**config.mk**
```make
export PLATFORM = sky130hd
export DESIGN_NAME = prog_sequencer
export DESIGN_NICKNAME = d
export VERILOG_FILES = /design/src/rtl/prog_sequencer.sv
export SDC_FILE = /design/constraint.sdc
export NUM_CORES = 1
export LEC_CHECK = 0
export ABC_AREA = 1
export CORE_MARGIN = 5
export CORE_UTILIZATION = 35
export CTS_CLUSTER_DIAMETER = 80
export CTS_CLUSTER_SIZE = 14
export DETAILED_ROUTE_END_ITERATION = 6
export PLACE_DENSITY = 0.58
export SYNTH_ARGS = -nofsm -noshare
export SYNTH_HDL_FRONTEND = slang
export SYNTH_SLANG_ARGS = --single-unit
```
**constraint.sdc**
```tcl
create_clock -name clk -period 3.61 [get_ports clk]
set_input_delay 0.722 -clock clk [delete_from_list [all_inputs] [get_ports clk]]
set_output_delay 0.722 -clock clk [all_outputs]
set_load 0.05 [all_outputs]
```
**src/rtl/prog_sequencer.sv**
```systemverilog
// prog_sequencer: single-clock fetch/issue controller between ROM and CPU.
// Define SEQ_STEP_EN to add single-step ports (step_mode, step) and PAUSE.
module prog_sequencer #(
  parameter int AW        = 5,
  parameter int DW        = 9,
  parameter int LAST_ADDR = 31,
  parameter int ROM_LAT   = 1,
  parameter int TIMEOUT   = 15
) (
  input  logic          clk,
  input  logic          resetn,
  input  logic          start,
  input  logic          stop,
  input  logic [DW-1:0] rom_data,
  input  logic          done,
`ifdef SEQ_STEP_EN
  input  logic          step_mode,
  input  logic          step,
`endif
  output logic [AW-1:0] addr,
  output logic          run,
  output logic [DW-1:0] din,
  output logic          busy,
  output logic          halted,
  output logic          err,
  output logic [7:0]    icount
);

  localparam int CMAX =
    (ROM_LAT > TIMEOUT) ? ROM_LAT : TIMEOUT;
  localparam int CW = $clog2(CMAX + 1);
  localparam logic [AW-1:0] LAST = AW'(LAST_ADDR);
  localparam logic [CW-1:0] LAT_END = CW'(ROM_LAT);
  localparam logic [CW-1:0] WD_END = CW'(TIMEOUT - 1);
  localparam logic [2:0] OP_MVI = 3'b001;

  typedef enum logic [2:0] {
    S_IDLE,
    S_FETCH_I,
    S_FETCH_D,
    S_ISSUE,
    S_EXEC,
`ifdef SEQ_STEP_EN
    S_PAUSE,
`endif
    S_HALT
  } state_t;

  state_t          r_state;
  logic [AW-1:0]   r_pc;
  logic [DW-1:0]   r_ir;
  logic [DW-1:0]   r_imm;
  logic [CW-1:0]   r_cnt;
  logic            r_stop_pend;

  logic            w_busy;
  logic            w_ir_mvi;
  logic            w_rd_mvi;
  logic            w_lat_done;
  logic            w_wd_hit;
  logic            w_stop_any;
  logic [AW-1:0]   w_pc_p1;
  logic [AW-1:0]   w_pc_p2;
  logic [AW-1:0]   w_pc_nxt;

  assign w_busy = (r_state == S_FETCH_I) ||
                  (r_state == S_FETCH_D) ||
                  (r_state == S_ISSUE)   ||
                  (r_state == S_EXEC);
  assign busy   = w_busy;
  assign halted = (r_state == S_HALT);

  assign w_ir_mvi   = (r_ir[DW-1:DW-3] == OP_MVI);
  assign w_rd_mvi   = (rom_data[DW-1:DW-3] == OP_MVI);
  assign w_lat_done = (r_cnt == LAT_END);
  assign w_wd_hit   = (r_cnt == WD_END);
  assign w_stop_any = stop | r_stop_pend;

  // Wrap-aware +1/+2 so an mvi at LAST takes its immediate from 0.
  assign w_pc_p1  = (r_pc == LAST) ? '0 : r_pc + 1'b1;
  assign w_pc_p2  = (w_pc_p1 == LAST) ? '0 : w_pc_p1 + 1'b1;
  assign w_pc_nxt = w_ir_mvi ? w_pc_p2 : w_pc_p1;

  always_ff @(posedge clk or negedge resetn) begin
    if (!resetn) begin
      r_state     <= S_IDLE;
      r_pc        <= '0;
      r_ir        <= '0;
      r_imm       <= '0;
      r_cnt       <= '0;
      r_stop_pend <= 1'b0;
      addr        <= '0;
      run         <= 1'b0;
      din         <= '0;
      err         <= 1'b0;
      icount      <= '0;
    end else begin
      run <= 1'b0;
      if (w_busy && stop) r_stop_pend <= 1'b1;
      unique case (r_state)
        S_IDLE: begin
          if (stop) begin
            r_state <= S_HALT;
          end else if (start) begin
            r_state <= S_FETCH_I;
            r_cnt   <= '0;
          end
        end
        S_HALT: begin
          if (start && !stop) begin
            err         <= 1'b0;
            r_stop_pend <= 1'b0;
            r_state     <= S_FETCH_I;
            r_cnt       <= '0;
          end
        end
        S_FETCH_I: begin
          if (w_lat_done) begin
            r_ir  <= rom_data;
            r_cnt <= '0;
            if (w_rd_mvi) begin
              r_state <= S_FETCH_D;
              addr    <= w_pc_p1;
            end else begin
              r_state <= S_ISSUE;
              run     <= 1'b1;
              din     <= rom_data;
            end
          end else begin
            r_cnt <= r_cnt + 1'b1;
          end
        end
        S_FETCH_D: begin
          if (w_lat_done) begin
            r_imm   <= rom_data;
            r_cnt   <= '0;
            addr    <= r_pc;
            r_state <= S_ISSUE;
            run     <= 1'b1;
            din     <= r_ir;
          end else begin
            r_cnt <= r_cnt + 1'b1;
          end
        end
        S_ISSUE: begin
          r_state <= S_EXEC;
          r_cnt   <= '0;
          din     <= w_ir_mvi ? r_imm : r_ir;
        end
        S_EXEC: begin
          if (done) begin
            r_pc   <= w_pc_nxt;
            addr   <= w_pc_nxt;
            icount <= icount + 8'd1;
            r_cnt  <= '0;
            if (w_stop_any) begin
              r_state     <= S_HALT;
              r_stop_pend <= 1'b0;
            end
`ifdef SEQ_STEP_EN
            else if (step_mode) begin
              r_state <= S_PAUSE;
            end
`endif
            else begin
              r_state <= S_FETCH_I;
            end
          end else if (w_wd_hit) begin
            err         <= 1'b1;
            r_state     <= S_HALT;
            r_stop_pend <= 1'b0;
          end else begin
            r_cnt <= r_cnt + 1'b1;
          end
        end
`ifdef SEQ_STEP_EN
        S_PAUSE: begin
          if (stop) begin
            r_state <= S_HALT;
          end else if (step) begin
            r_state <= S_FETCH_I;
            r_cnt   <= '0;
          end
        end
`endif
        default: r_state <= S_IDLE;
      endcase
    end
  end

endmodule

```
# After elaboration in Yosys (flattened, before gate mapping)
# Cells that the tools add are included.
# W data, S select, Z words.
dict set report totals {
  in_bits 14
  out_inout_bits 26
  register_bits 55
  word_cells 104
}
dict set report op_classes {
  n_bitwise 1
  n_addsub 4
  n_reduce_logical 20
  muxes 44
  eq_ne 24
}
# op n
set op_table {}
lappend op_table {{$mux W9} 4}
lappend op_table {{$mux W5} 7}
lappend op_table {{$pmux W9 S3} 1}
lappend op_table {{$mux W3} 8}
lappend op_table {{$mux W4} 6}
lappend op_table {{$pmux W4 S5} 1}
lappend op_table {{$ne A2 B2 Y1 const B} 9}
lappend op_table {{$pmux W3 S6} 1}
lappend op_table {{$pmux W5 S3} 1}
lappend op_table {{$reduce_and A5 Y1} 3}
lappend op_table {{$mux W1} 12}
lappend op_table {{$add A5 B1 Y5 const B} 2}
lappend op_table {{$eq A5 B5 Y1 const B} 2}
lappend op_table {{$eq A3 B1 Y1 const B} 3}
lappend op_table {{$ne A3 B3 Y1 const B} 3}
lappend op_table {{$add A8 B1 Y8 const B} 1}
lappend op_table {{$reduce_and A4 Y1} 2}
lappend op_table {{$eq A3 B2 Y1 const B} 2}
lappend op_table {{$eq A3 B3 Y1 const B} 2}
lappend op_table {{$pmux W1 S2} 3}
lappend op_table {{$reduce_and A2 Y1} 3}
lappend op_table {{$reduce_bool A3 Y1} 2}
lappend op_table {{$reduce_bool A5 Y1} 1}
lappend op_table {{$add A4 B1 Y4 const B} 1}
lappend op_table {{other kinds (10)} 13}

# Longest topological paths before layout
dict set report logic_depth {
  ltp_word 9
  ltp_mapped 16
  depth_no_buf 16
}

# Least setup slack after synthesis
# Ideal clock, no wire load.
dict set report synth_path {
  path_type {register -> register}
  start {reg r_pc[0]}
  end {reg addr[4]}
  t_arrival_ns 2.143
  path_buffers 0
  setup_ns 0.120
  slack_ns 1.347
  stages_incl_launch_ff 16
  cell_sequence {dfrtp_1 ha_1 nand2_1 nor2_1 ha_1 inv_1 nand2_1 inv_1 ha_1 inv_1 nor3_1 ha_1 o21ai_0 o21ai_0 o21ai_1 nand2_1}
}
dict set report synth_between {
  elab_chain_cells 7
}
# item line
set synth_lines {}
lappend synth_lines {{start, declared} 50} ;# logic [AW-1:0] r_pc;
lappend synth_lines {{start signal, assigned} 152} ;# r_pc <= w_pc_nxt;
lappend synth_lines {{$add A5 B1 Y5 or $eq A5 B5 Y1 (tied branches)} 80} ;# assign w_pc_p1 = (r_pc == LAST) ? '0 : r_pc + 1'b1;
lappend synth_lines {{$mux W5 *} 80}
lappend synth_lines {{$add A5 B1 Y5 or $eq A5 B5 Y1 (tied branches)} 81} ;# assign w_pc_p2 = (w_pc_p1 == LAST) ? '0 : w_pc_p1 + 1'b1;
lappend synth_lines {{$mux W5} 81}
lappend synth_lines {{$mux W5} 82} ;# assign w_pc_nxt = w_ir_mvi ? w_pc_p2 : w_pc_p1;
lappend synth_lines {{$mux W5} 151} ;# if (done) begin
lappend synth_lines {{$pmux W5 S3 *} 100} ;# unique case (r_state)
lappend synth_lines {{end signal, assigned} 123} ;# addr <= w_pc_p1;
lappend synth_lines {{end signal, assigned} 137} ;# addr <= r_pc;
lappend synth_lines {{end signal, assigned} 153} ;# addr <= w_pc_nxt;
lappend synth_lines {{end, declared} 20} ;# output logic [AW-1:0] addr,
# Mark *: on every way between the ends. The rest lies on a longest branch, timed or not. The select of a mux whose other input is x is not followed.
# A chain may end at the register's enable or synchronous reset.

# Final worst setup path
dict set report layout_path {
  start {reg r_state[1]}
  end {out halted}
}
dict set report layout_between {
  elab_chain_cells 1
}
# item line
set layout_lines {}
lappend layout_lines {{start, declared} 49} ;# state_t r_state;
lappend layout_lines {{start signal, assigned} 86} ;# r_state <= S_IDLE;
lappend layout_lines {{start signal, assigned} 103} ;# r_state <= S_HALT;
lappend layout_lines {{start signal, assigned} 105} ;# r_state <= S_FETCH_I;
lappend layout_lines {{$eq A3 B3 Y1} 71} ;# assign halted = (r_state == S_HALT);
lappend layout_lines {{end, declared} 24} ;# output logic halted,
# No other way between the ends.

==> flow_metrics.tcl <==
set metrics [dict create \
    run_status "finished clean" \
    synthMuxAreaShare 0 \
    synthXorXnorAreaFrac 0.0262 \
    synth-compound-area-share 0.139 \
    path_clk_slew_ps 100 \
    synth_top_area_share 0.457 \
    die_x_um 103 \
    crit_path_max_fanout 4 \
    die-area_um2 10600 \
    grt.overflow.total 0 \
    grt_max_degree 30 \
    fin_tns_setup_ps 0 \
    power_density_nw_per_um2 980 \
    end_kind "output port" \
    antenna_cells 0 \
    vias 2511 \
    antenna_found_initial 0 \
    async_reset_ff_frac 1.00 \
    rsz0062_at_grt "false" \
    critPathKind "reg2out" \
    synth-main-ff-cell "dfrtp_1" \
    worstPathArrival_ps 2060 \
    io_pins 40 \
    yosys.area_share.simple 0.277 \
    gp_congestion 0.808 \
    max_freq_mhz 360 \
    synth_enable_flop_cells 0 \
    ys_seq_elements 55 \
    synth_cell_types 34 \
    post-route-min-period_ps 2780 \
    fp.coreArea_um2 8300 \
    drive_above_1_share 0.117 \
    cpPeakStageDelay_ps 840 \
    wl_met3_um 352 \
    clk_latency_ps 320 \
    die_h_um 103 \
    timing.hold.ws_ps 429 \
    synth_top_family_by_area "simple AND/OR/NAND/NOR gates" \
    grt_usage 0.140 \
    syn_area_um2 3010 \
    synth.largest_area_cell "dfrtp_1" \
    syn_to_final_growth_pct 19.9 \
    worst-slew-pin-transition_ps 677 \
    rows 33 \
    route.layer.met1.wl_um 3330 \
    drt-initial-drc-count 112 \
    postSynthCellCount 369 \
    power_leakage_nw 1.72 \
    hpwl_um 4980 \
    finalHoldViolCount 0 \
    ys_seq_area_frac 0.457 \
    antenna_left 0 \
    post_drt_wl_per_cell_um 13.3 \
    finalWirelength_um 6860 \
    cp_slowest_cell "clkdlybuf4s50_1" \
    ir_drop_mv 0.363 \
    grt_pass1_wl_um 11700 \
    synth_nets 391 \
    ys_top_cells_by_count "nand2_1, dfrtp_1, inv_1, o21ai_0, nor2_1" \
    ys_top_cells_by_area "dfrtp_1, nand2_1, o21ai_0, inv_1, o21ai_1" \
    synth.most_common_cell "nand2_1" \
    ctsHtreeMaxLevel 2 \
    hold_buffers 0 \
    yosys_warnings 0 \
    ctsLongestPathBuffers 2 \
    drv_cap 0 \
    max_slew_margin 0.549 \
    numPortBuffers 39 \
    start_kind "register" \
    clock_sinks 55 \
    min-delay-path-class "in2async" \
    first_global_vias 2439 \
    required_ps 2890 \
    cts_tree "done" \
    cts_buffers 5 \
    finalSetupViolCount 0 \
    synth.avg_cell_area_um2 8.16 \
    floorplan.initialDensity 0.363 \
    critPathTopFamily "buffers and inverters" \
    path_buf_inv 2 \
    fin_crit_sh 0.770 \
    viasPerCell 4.87 \
    drt_first_pass_iters 4 \
    drv_slew 0 \
    post_cts_resized 0 \
    drcViolationCount 0 \
    path_cells "inv_2, nand2_2, nor2_1, clkdlybuf4s50_1" \
    wl_met2_um 3110 \
    cts-root-buf "clkbuf_8" \
    post_cts_buffers 0 \
    synth_fa_ha_area_frac 0.0332 \
    nNetsFinal 432 \
    top_layer_used "met4" \
    finClkSkew_ps 8.35 \
]
==> placed cells by master, fill, tap and decap left out, types with 4 or more instances in the layout <==
| cell | instances |
|---|---|
| a21oi_1 | 6 |
| a22oi_1 | 6 |
| clkbuf_8 | 6 |
| clkdlybuf4s50_1 | 38 |
| dfrtp_1 | 55 |
| ha_1 | 8 |
| inv_1 | 34 |
| inv_2 | 6 |
| nand2_1 | 94 |
| nand2_2 | 11 |
| nand3_1 | 15 |
| nand4_1 | 5 |
| nor2_1 | 25 |
| nor2_4 | 7 |
| nor3_1 | 10 |
| o21ai_0 | 26 |
| o21ai_1 | 24 |
| o22ai_1 | 4 |
| xor2_1 | 6 |
==> cell families (layout without fill, tap and decap cells) <==
logic type,after synthesis,in the layout
AO/OA/AOI/OAI,73,73
XOR/XNOR,9,9
adder cells (fa/ha/maj),8,8
buffers and inverters,48,90
flip-flops,55,55
AND/OR/NAND/NOR,176,176
==> routing by layer <==
layer | GRT usage | vias to the layer above
met1 | 0.187 | 1150
met3 | 0.0250 | 7
met5 | 0 | -
li1 | - | 1295
met4 | 0.0359 | 0
met2 | 0.234 | 59
==> cell type report <==
| cell class | count | area [um^2] |
|---|---|---|
| Clock inverter | 2 | 35.0 |
| Inverter | 42 | 160 |
| Multi-Input combinational cell | 266 | 1430 |
| Tap cell | 105 | 131 |
| Clock buffer | 6 | 82.6 |
| Timing Repair Buffer | 40 | 393 |
| Sequential cell | 55 | 1380 |
| Fill cell | 807 | 4690 |
==> per-stage QoR <==
stage,util,power (mW),area (um^2),setup WS [ps],instances
6_report,0.435,3.54,3610,830,516
5_1_grt,0.435,3.85,3610,741,516
4_1_cts,0.435,3.57,3610,814,516
3_5_place_dp,0.421,3.12,3490,1080,508
3_3_place_gp,0.421,3.10,3490,1190,508
2_1_floorplan,-,2.59,3010,1350,369
==> report_power, final <==
part           switching, mW  internal [mW]  leakage [nW]  total [mW]
combinational           1.34          0.653         0.988        1.99
clock                  0.211          0.225        0.0612       0.436
sequential             0.214          0.893         0.673        1.11
total                   1.77           1.77          1.72        3.54
==> sequential cells by signal (all words and copies together) (netlist names) <==
signal / count
r_ir: 9
err: 1
r_pc: 5
r_cnt: 4
addr: 5
r_imm: 9
din: 9
icount: 8
r_state: 3
r_stop_pend: 1
run: 1
==> worst paths after layout <==
path	start	endpoint	slack, ps	depth (start not counted)
max	r_state[1]$_DFFE_PN0P_	halted	830	4
min	resetn	din[6]$_DFFE_PN0P_	430	1
max reg2reg	r_pc[0]$_DFFE_PN0P_	addr[4]$_DFFE_PN0P_	1060	14
min reg2reg	icount[7]$_DFFE_PN0P_	icount[7]$_DFFE_PN0P_	480	1
max in group asynchronous	resetn	addr[3]$_DFFE_PN0P_	2370	2
min in group clk	icount[7]$_DFFE_PN0P_	icount[7]$_DFFE_PN0P_	480	1
(Power assumes the default switching activity.)
